===== src/rtl/sram_pkg.sv =====
// Shared types for the SRAM controller: width defaults, FSM states and the queued command.
package sram_pkg;

    localparam int unsigned AW_DEF = 8;
    localparam int unsigned DW_DEF = 8;

    typedef enum logic [2:0] {
        S_IDLE,
        S_WRITE,
        S_READ,
        S_CAPT,
        S_RSP
    } state_e;

    typedef struct packed {
        logic              rw;
        logic [AW_DEF-1:0] addr;
        logic [DW_DEF-1:0] wdata;
    } cmd_t;

endpackage


===== src/rtl/sram_cmd_fifo.sv =====
// Synchronous command FIFO; head entry is visible on dout_o whenever empty_o is low.
module sram_cmd_fifo
    import sram_pkg::*;
#(
    parameter int unsigned DEPTH = 4
) (
    input  logic clk,
    input  logic rst_n,
    input  logic push_i,
    input  cmd_t din_i,
    input  logic pop_i,
    output cmd_t dout_o,
    output logic full_o,
    output logic empty_o
);

    localparam int unsigned PW = $clog2(DEPTH);
    localparam int unsigned CW = PW + 1;

    cmd_t          mem_q [DEPTH];
    logic [PW-1:0] wr_ptr_q, rd_ptr_q;
    logic [CW-1:0] count_q;

    assign full_o  = (count_q == CW'(DEPTH));
    assign empty_o = (count_q == '0);
    assign dout_o  = mem_q[rd_ptr_q];

    // Storage carries no reset; only pointers and count define validity.
    always_ff @(posedge clk) begin
        if (push_i) begin
            mem_q[wr_ptr_q] <= din_i;
        end
    end

    always_ff @(posedge clk or negedge rst_n) begin
        if (!rst_n) begin
            wr_ptr_q <= '0;
            rd_ptr_q <= '0;
            count_q  <= '0;
        end else begin
            if (push_i) begin
                wr_ptr_q <= wr_ptr_q + PW'(1);
            end
            if (pop_i) begin
                rd_ptr_q <= rd_ptr_q + PW'(1);
            end
            unique case ({push_i, pop_i})
                2'b10:   count_q <= count_q + CW'(1);
                2'b01:   count_q <= count_q - CW'(1);
                default: count_q <= count_q;
            endcase
        end
    end

endmodule


===== src/rtl/sram_ctrl.sv =====
// Queued single-port SRAM controller: in-order writes and reads with a held read response.
module sram_ctrl
    import sram_pkg::*;
#(
    parameter int unsigned DEPTH = 4,
    parameter int unsigned AW    = AW_DEF,
    parameter int unsigned DW    = DW_DEF
) (
    input  logic          clk,
    input  logic          rst_n,
    input  logic          req_valid,
    output logic          req_ready,
    input  logic          req_rw,
    input  logic [AW-1:0] req_addr,
    input  logic [DW-1:0] req_wdata,
    output logic          rsp_valid,
    input  logic          rsp_ready,
    output logic [DW-1:0] rsp_data,
    output logic [AW-1:0] rsp_addr,
    output logic          mem_rw,
    output logic [AW-1:0] mem_addr,
    output logic [DW-1:0] mem_din,
    input  logic [DW-1:0] mem_dout,
    output logic          busy
);

    // The queued command layout is fixed by the package struct.
    if (AW != AW_DEF || DW != DW_DEF || DEPTH < 2 || (DEPTH & (DEPTH - 1)) != 0) begin : g_param_check
        $error("sram_ctrl: AW/DW must match sram_pkg and DEPTH must be a power of 2 >= 2");
    end

    state_e        state_q, state_d;
    logic          mem_rw_q, mem_rw_d;
    logic [AW-1:0] mem_addr_q, mem_addr_d;
    logic [DW-1:0] mem_din_q, mem_din_d;
    logic          rsp_valid_q, rsp_valid_d;
    logic [DW-1:0] rsp_data_q, rsp_data_d;
    logic [AW-1:0] rsp_addr_q, rsp_addr_d;

    cmd_t fifo_din, fifo_head;
    logic fifo_push, fifo_pop, fifo_full, fifo_empty;

    assign fifo_din  = '{rw: req_rw, addr: req_addr, wdata: req_wdata};
    assign fifo_push = req_valid && !fifo_full;

    sram_cmd_fifo #(.DEPTH(DEPTH)) u_fifo (
        .clk     (clk),
        .rst_n   (rst_n),
        .push_i  (fifo_push),
        .din_i   (fifo_din),
        .pop_i   (fifo_pop),
        .dout_o  (fifo_head),
        .full_o  (fifo_full),
        .empty_o (fifo_empty)
    );

    // SRAM drive is registered at the pop edge so WRITE/READ see it for their whole cycle.
    always_comb begin
        state_d     = state_q;
        fifo_pop    = 1'b0;
        mem_rw_d    = 1'b0;
        mem_addr_d  = mem_addr_q;
        mem_din_d   = mem_din_q;
        rsp_valid_d = rsp_valid_q;
        rsp_data_d  = rsp_data_q;
        rsp_addr_d  = rsp_addr_q;
        unique case (state_q)
            S_IDLE: begin
                if (!fifo_empty) begin
                    fifo_pop   = 1'b1;
                    mem_addr_d = fifo_head.addr;
                    if (fifo_head.rw) begin
                        mem_rw_d  = 1'b1;
                        mem_din_d = fifo_head.wdata;
                        state_d   = S_WRITE;
                    end else begin
                        state_d   = S_READ;
                    end
                end
            end
            S_WRITE: state_d = S_IDLE;
            S_READ:  state_d = S_CAPT;
            S_CAPT: begin
                rsp_data_d  = mem_dout;
                rsp_addr_d  = mem_addr_q;
                rsp_valid_d = 1'b1;
                state_d     = S_RSP;
            end
            S_RSP: begin
                if (rsp_ready) begin
                    rsp_valid_d = 1'b0;
                    state_d     = S_IDLE;
                end
            end
            default: state_d = S_IDLE;
        endcase
    end

    always_ff @(posedge clk or negedge rst_n) begin
        if (!rst_n) begin
            state_q     <= S_IDLE;
            mem_rw_q    <= 1'b0;
            mem_addr_q  <= '0;
            mem_din_q   <= '0;
            rsp_valid_q <= 1'b0;
            rsp_data_q  <= '0;
            rsp_addr_q  <= '0;
        end else begin
            state_q     <= state_d;
            mem_rw_q    <= mem_rw_d;
            mem_addr_q  <= mem_addr_d;
            mem_din_q   <= mem_din_d;
            rsp_valid_q <= rsp_valid_d;
            rsp_data_q  <= rsp_data_d;
            rsp_addr_q  <= rsp_addr_d;
        end
    end

    assign req_ready = !fifo_full;
    assign busy      = !fifo_empty || (state_q != S_IDLE);
    assign mem_rw    = mem_rw_q;
    assign mem_addr  = mem_addr_q;
    assign mem_din   = mem_din_q;
    assign rsp_valid = rsp_valid_q;
    assign rsp_data  = rsp_data_q;
    assign rsp_addr  = rsp_addr_q;

endmodule


===== config.mk =====
export PLATFORM = sky130hd
export DESIGN_NAME = sram_ctrl
export DESIGN_NICKNAME = d
export VERILOG_FILES = /design/src/rtl/sram_pkg.sv /design/src/rtl/sram_cmd_fifo.sv /design/src/rtl/sram_ctrl.sv
export SDC_FILE = /design/constraint.sdc
export NUM_CORES = 1
export LEC_CHECK = 0
export BUFFER_PORTS_ARGS = -buffer_cell sky130_fd_sc_hd__buf_4
export CAP_MARGIN = 20
export CORE_ASPECT_RATIO = 0.7
export CORE_MARGIN = 8
export CORE_UTILIZATION = 60
export CTS_CLUSTER_DIAMETER = 60
export CTS_CLUSTER_SIZE = 8
export DETAILED_ROUTE_END_ITERATION = 10
export PLACE_DENSITY = 0.79
export SLEW_MARGIN = 20
export SYNTH_ARGS = -nofsm -noshare
export SYNTH_HDL_FRONTEND = slang
export SYNTH_HIERARCHICAL = 1
export SYNTH_SLANG_ARGS = --single-unit

===== constraint.sdc =====
create_clock -name clk -period 3.55 [get_ports clk]
set_input_delay 0.71 -clock clk [delete_from_list [all_inputs] [get_ports clk]]
set_output_delay 0.71 -clock clk [all_outputs]
set_load 0.01 [all_outputs]

* Word level (Yosys, flattened, before mapping) *
Memories as Yosys holds them, arrays and structs flattened.
Cells that the tools add are included.

cells by class
  $add $sub $neg = 4
  multipliers = 0
  divide/modulo/power cells = 0
  order comparisons = 0
  equal/unequal tests = 8
  shifts and indexed selects = 0
  mux-type cells = 14
  bitwise logic cells = 1
  reduce and logical (&&, ||, !) cells = 13

operator list
  operator                                                               number
  3-bit case mux with 4 select lines                                     1
  1-bit two-way mux                                                      8
  3-bit by 2-bit equality test with 1-bit output, second input constant  2
  3-bit equality test, second input constant                             2
  3-bit logical NOT                                                      2
  3-bit two-way mux                                                      2
  3-bit case mux with 2 select lines                                     1
  2-bit AND reduction                                                    3
  2-bit by 1-bit adder with 2-bit output, second input constant          2
  2-bit inequality test, second input constant                           2
  2-bit nonzero test                                                     2
  3-bit by 1-bit adder with 3-bit output, second input constant          1
  3-bit AND reduction                                                    1
  3-bit nonzero test                                                     1
  3-bit by 1-bit subtractor with 3-bit output, second input constant     1
  2-bit by 1-bit equality test with 1-bit output, second input constant  1
  2-bit equality test, second input constant                             1
  1-bit logical NOT                                                      2
  2-bit two-way mux                                                      1
  1-bit case mux with 2 select lines                                     1
  1-bit logical AND                                                      1
  1-bit logical OR                                                       1
  1-bit inverter                                                         1

word-level totals
  register bits after elaboration = 44
  latch bits = 0
  RAM bits = 68
  ROM bits = 0
  bits of input ports = 29
  output and inout port bits = 36
  memories kept = 1

memory list
  name          depth  bits a word  read ports  clocked after memory_dff  wr ports  RTL line             text
  u_fifo.mem_q  4      17           1           0                         1         sram_cmd_fifo.sv:20  cmd_t mem_q [DEPTH];

* Depth between registers and ports, before layout *
Gate-level depths: netlist of the first run.

  depth in word-level cells = 5
  gate-level depth with buffers = 10
  depth with buffers taken out = 10

* Cells and area by module *
The synthesis of the first run kept the hierarchy.

modules (own cells, without submodules)
  module         instances  cells each  area an instance (um2)  seq. area each (um2)
  sram_cmd_fifo  1          125         2895.3                  2217.1
  sram_ctrl      1          92          1428.9                  925.9

* Worst setup path before layout of the first run *
No wires, ideal clock.

  kind = flip-flop to flip-flop
  start point = register state_q[1]
  end point = register u_fifo.count_q[2]
  library setup time = 0.079 ns
  arrival = 2.093 ns
  path slack = 1.378 ns
  cell stages (with the launch flop) = 9
  buffers on the path = 1
  clock period less this slack = 2.172 ns
  path through = dfrtp_1 -> buf_6 -> nor4_4 -> ha_1 -> inv_1 -> fa_1 -> xor2_1 -> nor2_1 -> xor2_1

on the way
  cells in the longest elaborated chain, start to end = 4

RTL lines
  what                                                                                          RTL line             text
  start, declared                                                                               sram_ctrl.sv:32      state_e state_q, state_d;
  start signal, assigned                                                                        sram_ctrl.sv:109     state_q <= state_d;
  3-bit logical NOT *                                                                           sram_ctrl.sv:67      unique case (state_q)
  1-bit two-way mux *                                                                           sram_ctrl.sv:67
  named net fifo_pop                                                                            sram_ctrl.sv:41      logic fifo_push, fifo_pop, fifo_full, fifo_empty;
  2-bit by 1-bit equality test with 1-bit output / 2-bit equality test (equally long branches)  sram_cmd_fifo.sv:47  unique case ({push_i, pop_i})
  3-bit case mux with 2 select lines / 2-bit nonzero test (equally long branches)               -
  end signal, assigned                                                                          sram_cmd_fifo.sv:48  2'b10: count_q <= count_q + CW'(1);
  end signal, assigned                                                                          sram_cmd_fifo.sv:49  2'b01: count_q <= count_q - CW'(1);
  end signal, assigned                                                                          sram_cmd_fifo.sv:50  default: count_q <= count_q;
  end, declared                                                                                 sram_cmd_fifo.sv:22  logic [CW-1:0] count_q;

The timed path passes the listed nets; every way through them passes the cells marked *.
A chain may end at the register's enable or synchronous reset.

* Worst setup path in the final report of the first run *
  start point = register u_fifo.count_q[0]
  end point = output port busy

on the way
  cells in the longest elaborated chain, start to end = 3

RTL lines
  what                  RTL line             text
  3-bit logical NOT     sram_cmd_fifo.sv:25  assign empty_o = (count_q == '0);
  named net fifo_empty  sram_ctrl.sv:41
  1-bit logical NOT     sram_ctrl.sv:120     assign busy = !fifo_empty || (state_q != S_IDLE);
  1-bit logical OR      sram_ctrl.sv:120
  end, declared         sram_ctrl.sv:24      output logic busy

The timed path passes the listed nets, and every way through them passes these cells.

==> results of run 1 <==
-- through the flow --
stage / worst slack (ps) / utilization, % / area, µm²
floorplan: 1380 / - / 4320
global placement: 1180 / 68.6 / 4890
detailed placement: 1090 / 68.6 / 4890
CTS: 1220 / 71.7 / 5110
global route: 1100 / 71.7 / 5110
finish: 1240 / 71.7 / 5110
-- worst max-delay path by stage --
stage,start,to,slack (ps),cells past startpoint
global route,u_fifo/count_q[0],u_fifo/mem_q[0][5],1100,4
CTS,u_fifo/count_q[0],busy,1220,3
global placement,req_valid,u_fifo/mem_q[3][14],1180,3
detailed placement,req_valid,u_fifo/mem_q[0][7],1090,3
finish,u_fifo/count_q[0],busy,1240,3
floorplan,state_q[1],u_fifo/count_q[2],1380,8
-- cells by family (layout without fill, tap and decap cells) --
family	after synthesis	in the layout
AOI/OAI and AO/OA	6	6
muxes	50	50
adders and majority gates	6	6
xor gates and xnor gates	6	6
buffers and inverters	16	92
DFF	112	112
and+or+nand+nor	21	21
-- cells in the mapped netlist (all sizes together) --
cell | count | share of area [%]
nand3b | 1 | 0.26
nor3 | 2 | 0.23
xor2 | 4 | 0.81
dfrtp | 44 | 25
nand3 | 1 | 0.12
a21oi | 2 | 0.23
mux4 | 17 | 9.6
mux2i | 1 | 0.23
nor2b | 2 | 0.29
inv | 9 | 0.78
and2 | 4 | 0.58
buf | 7 | 1.4
o31ai | 1 | 0.17
o21ai | 1 | 0.12
edfxtp | 68 | 47
ha | 5 | 1.4
xnor2 | 2 | 0.41
fa | 1 | 0.46
nor2 | 4 | 0.35
mux2 | 32 | 8.3
and3 | 1 | 0.14
o21a | 2 | 0.35
nor4 | 1 | 0.49
nand2 | 5 | 0.43
-- state kept, by name, summed over array words and instances (netlist names) --
register / count
u_fifo/mem_q: 68
mem_addr: 8
mem_din: 8
rsp_addr: 8
rsp_data: 8
state_q: 3
u_fifo/count_q: 3
u_fifo/rd_ptr_q: 2
u_fifo/wr_ptr_q: 2
mem_rw: 1
rsp_valid: 1
-- critical path, delay by kind of cell, from the launching register on --
family,cells,cell delay (ps)
simple gates,2,660
buf+inv,1,170
flops,1,420
-- layer usage --
metal | up-vias | share of wire, % | global-route usage, %
met4 | 0 | 0.76 | 4.17
met1 | 1049 | 46 | 19.0
li1 | 963 | - | -
met3 | 7 | 4.4 | 4.47
met5 | - | 0 | 0
met2 | 51 | 49 | 25.2
-- final cells by class --
cell class | count | share of cell area [%]
Clock inverter | 6 | 1.81
Clock buffer | 10 | 2.50
Timing Repair Buffer | 67 | 9.85
Sequential cell | 112 | 61.5
Multi-Input combinational cell | 89 | 21.2
Inverter | 9 | 0.661
Tap cell | 98 | 2.40
-- power by group through the flow --
| stage | Clock (mW) | Sequential (mW) | Combinational, mW |
|---|---|---|---|
| floorplan | 0 | 2.09 | 1.02 |
| global placement | 0 | 2.04 | 1.59 |
| detailed placement | 0 | 2.06 | 1.65 |
| CTS | 0.821 | 2.04 | 1.65 |
| global route | 0.877 | 2.09 | 1.76 |
| finish | 0.804 | 2.04 | 1.61 |
==> metrics, run 1 <==
status=finished, final reports clean; Crit Path Max Fanout=4; worst hold path type=in -> async; Syn Area/Cell=19.9 µm²; TNS Setup=0 ps; Clk network pwr share=18.0%; Worst VDD drop=0.390 mV; minimum clock period=2310 ps; Die X=117 µm; r2r setup slk=1310 ps; clk_skew=11.2 ps; core area=7120 µm²; wire per inst=18.5 µm; register area=3140 µm²; routed wire length=7.23 mm; clock sinks=112; Max Cap Violations=0; post-CTS sizing=0; Startpoint Class=flop; Synth Instances=217; initial antenna violation count=0; Layout Cells excl Fill=391; WP data arrival=1600 ps; clock-pin slew on the worst setup and hold paths=100 ps; IO Count=65; IO buf count=64; first-pass GRT wire length=11.9 mm; max-slew violation count=0; multi-input logic area=1080 µm²; post-synthesis adder-cell area fraction=1.91%; Final setup viols=0; worst-skew pair later-pin latency=350 ps; WP data required=2840 ps; TritonCTS clock tree=yes; syn_nets=252; hold_buf cts=0; Mapped Area=4320 µm²; Slew headroom=35.7%; RSZ-0062 raised after global routing=no; worst slew pin tran=964 ps; Seq/Total Area, Yosys=72.7%; largest net degree at the start of global routing=45; Fin Hold WS=351 ps; CTS root buffer=clkbuf_8; DRT antenna net count=0; vias in the first global route=2,279; post-route total power=4.45 mW; static leakage=2.04 nW; Die ar.=10,200 µm²; dpl cells=375; CTS buffer count=9; max frequency=433 MHz; # DRC=0; total setup buffers inserted after CTS=0; nets=323; # H-tree levels=3; Crit-path slowest cell=nor3_1; worst path cell trace=nor3_1 > nand2_1 > buf_4; GRT Residual Overflow=0; Reg2Reg Depth=4; mux share of post-synthesis cell area=18.2%; initial drt markers=124; commonest non-fill, non-tap cell in the layout=edfxtp_1; Initial Util=60.7%; Seq pwr share=45.7%; main combinational cell family by area after synthesis=multiplexers; CP Capture Type=primary output; Chip Height=87.0 µm; Distinct cells, synth=27; R2R Path Start=u_fifo/count_q[0]; critical path class=reg -> out; final-layout fill cell count=444; CTS Buffer Depth=2; routed vias/inst=5.29; fraction of layout cells with a size suffix above 1=42.3%; Psw=1.35 mW; num rows=26; DPL Wire Length=4.81 mm; R2R Path End=u_fifo/mem_q[0][10]; final count of hold timing violations=0; Pre-Repair DR Iteration Count=4; CP max stage delay=560 ps; P_int=3.10 mW; DR vias=2,070; Yosys warning count=6; Cell Pwr Density=872 nW/µm²; GRT Util Overall=15.1%; commonest cells after routing, fill and taps aside=68 x edfxtp_1, 67 x buf_4, 44 x dfrtp_1; Comb pwr share=36.2%; FF+latch count, synth=112; area growth from synthesis to layout=18.1%; sw frac=30.3%; Final Cycle Share=65.1%; ant diodes=0; gpl congestion=0.680; XOR/XNOR share of the synthesized area=1.22%; Synth Area in Compound Gates=0.868%; Post-Synth Simple-Gate Area=2.89%
(Power assumes the default switching activity.)
==> run 2: changes to the inputs <==
CORE_UTILIZATION = 56   (was 60)
PLACE_DENSITY = 0.75   (was 0.79)
clock period = 2.2 ns   (was 3.55 ns; I/O delays follow)
==> run 2 against run 1 <==
Sequential power rose by 61%. Critical path depth rose by 4. Via count rose by 3.4%. Critical endpoint is now u_fifo/count_q[2].
==> metrics, run 2 (same netlist as run 1, synthesis figures left out) <==
Crit-path slowest cell=dfrtp_1; Worst VDD drop=0.869 mV (+120%); family with the most delay on the worst path=adder cells; RSZ-0062 raised after global routing=no; Die X=121 µm (+3.0%); sw frac=31.0% (+0.69 points); Die ar.=10,800 µm² (+6.0%); CP Capture Type=flop; Setup crit start=state_q[1]; GRT Residual Overflow=0 (unchanged); Psw=2.18 mW (+61%); Crit Path Max Fanout=8 (+4); CTS buffer count=9 (unchanged); routed vias/inst=5.37 (+1.4%); Critical Path Sink=u_fifo/count_q[2]; Comb pwr share=38.4% (+2.2 points); final count of hold timing violations=0 (unchanged); status=finished, final reports clean; first-pass GRT wire length=11.5 mm (-3.0%); worst path cell trace=nor4_4 > ha_1 > inv_1 > fa_1 > xor2_1 > nor2_1 > xor2_1; routed wire length=7.29 mm (+0.91%); Largest register FFs=68 (unchanged); minimum clock period=1990 ps; max frequency=504 MHz; CP most frequent cell=xor2_1; Largest Register=u_fifo/mem_q; total setup buffers inserted after CTS=0 (unchanged); num rows=26 (unchanged); R2R Path End=u_fifo/count_q[2]; Seq pwr share=46.8% (+1.1 points); critical path class=reg -> reg; WP data arrival=2270 ps (+670 ps); Worst path depth=7 (+4); DPL Wire Length=5.15 mm (+7.2%); initial antenna violation count=0 (unchanged); # H-tree levels=3 (unchanged); IO buf count=64 (unchanged); R2R Path Start=state_q[1]; # DRC=0 (unchanged); wire per inst=18.3 µm (-1.1%); Crit path buffers/inverters=1 (unchanged); fraction of layout cells with a size suffix above 1=42.9% (+0.54 points); final-layout fill cell count=477 (+7.4%); Chip Height=89.5 µm (+2.9%); core area=7380 µm² (+3.7%); gpl congestion=0.684 (+0.57%); Startpoint Class=flop; worst slew pin tran=579 ps (-384 ps); Final setup viols=0 (unchanged); commonest cells after routing, fill and taps aside=73 x buf_4, 68 x edfxtp_1, 44 x dfrtp_1; largest net degree at the start of global routing=45 (unchanged); dpl cells=383 (+2.1%); P_int=4.84 mW (+56%); clk_skew=7.71 ps (-3.50 ps); vias in the first global route=2,213 (-2.9%); Fin Hold WS=63.1 ps (-288 ps); Cell Pwr Density=1370 nW/µm² (+57%); post-CTS sizing=0 (unchanged); worst-skew pair later-pin latency=360 ps (about the same); Reg2Reg Depth=7 (+3); CTS root buffer=clkbuf_8; Initial Util=58.6% (-2.1 points); commonest non-fill, non-tap cell in the layout=buf_4; Clk network pwr share=14.8% (-3.2 points); clock-pin slew on the worst setup and hold paths=90 ps (about the same); CP max stage delay=490 ps (-70 ps); Pre-Repair DR Iteration Count=4 (unchanged); initial drt markers=98 (-21%); nets=331 (+2.5%); WP data required=2480 ps (-360 ps); GRT Util Overall=14.3% (-0.74 points); DR vias=2,141 (+3.4%); Max Cap Violations=0 (unchanged); Final Util=69.5% (-2.2 points); ant diodes=0 (unchanged); CTS Buffer Depth=2 (unchanged); IO Count=65 (unchanged); area growth from synthesis to layout=18.7%; worst hold path type=in -> async; static leakage=2.05 nW (+0.74%); DRT antenna net count=0 (unchanged); max-slew violation count=0 (unchanged); TNS Setup=0 ps (unchanged); hold_buf cts=0 (unchanged); TritonCTS clock tree=yes; Final Cycle Share=90.3%; Slew headroom=61.4% (+26 points); clock sinks=112 (unchanged); r2r setup slk=210 ps (-1100 ps); Layout Cells excl Fill=399 (+2.0%)
[run 2: cell count changes in the layout (fill, tap and decap cells not counted)]
cell and change:
buf_12 +2, buf_4 +6, bufinv_16 -2, clkbuf_1 +1, clkinv_1 +2, clkinv_2 -1, clkinv_4 -1, clkinvlp_4 +1
inv_6 +1, inv_8 -1
[run 2: through the flow]
stage                     power (mW)  area (µm²)  setup slack (ps)
after floorplan                 5.02        4320              27.7
after global placement          5.97        4970               322
after detailed placement        6.09        4970               223
after CTS                       7.12        5130               193
after global routing            7.43        5130              45.8
final                           7.01        5130               214
[run 2: worst min path at each step]
| stage | from | endpoint | slack [ps] |
|---|---|---|---|
| 6_report | rst_n | mem_rw | 60 |
| 5_1_grt | rst_n | rsp_data[1] | 90 |
| 4_1_cts | rst_n | mem_addr[6] | 70 |
| 3_5_place_dp | rst_n | mem_rw | 480 |
| 3_3_place_gp | u_fifo/count_q[2] | u_fifo/count_q[2] | 480 |
| 2_1_floorplan | rst_n | mem_addr[0] | 140 |
[run 2: layout make-up]
class | count | area [µm²] | area share, %
clock buffer | 11 | 131 | 2.56
tap | 98 | 123 | 2.39
inverter | 9 | 33.8 | 0.658
sequential | 112 | 3140 | 61.2
multi-input combinational | 89 | 1080 | 21.1
clock inverter | 5 | 31.3 | 0.609
timing repair buffer | 75 | 588 | 11.5
[run 2: per-layer routing]
| metal | global-route usage, % | share of wire, % | vias up |
|---|---|---|---|
| met5 | 0 | 0 | - |
| met4 | 4.74 | 1.0 | 0 |
| met3 | 6.25 | 7.9 | 10 |
| met2 | 22.8 | 47 | 63 |
| met1 | 17.4 | 44 | 1084 |
| li1 | - | - | 984 |
[run 2: power by group through the flow]
stage	combinational, mW	clock [mW]	sequential (mW)
floorplan	1.64	0	3.38
detailed placement	2.75	0	3.34
finish	2.69	1.04	3.29
global route	2.93	1.14	3.36
global placement	2.67	0	3.30
CTS	2.75	1.07	3.29
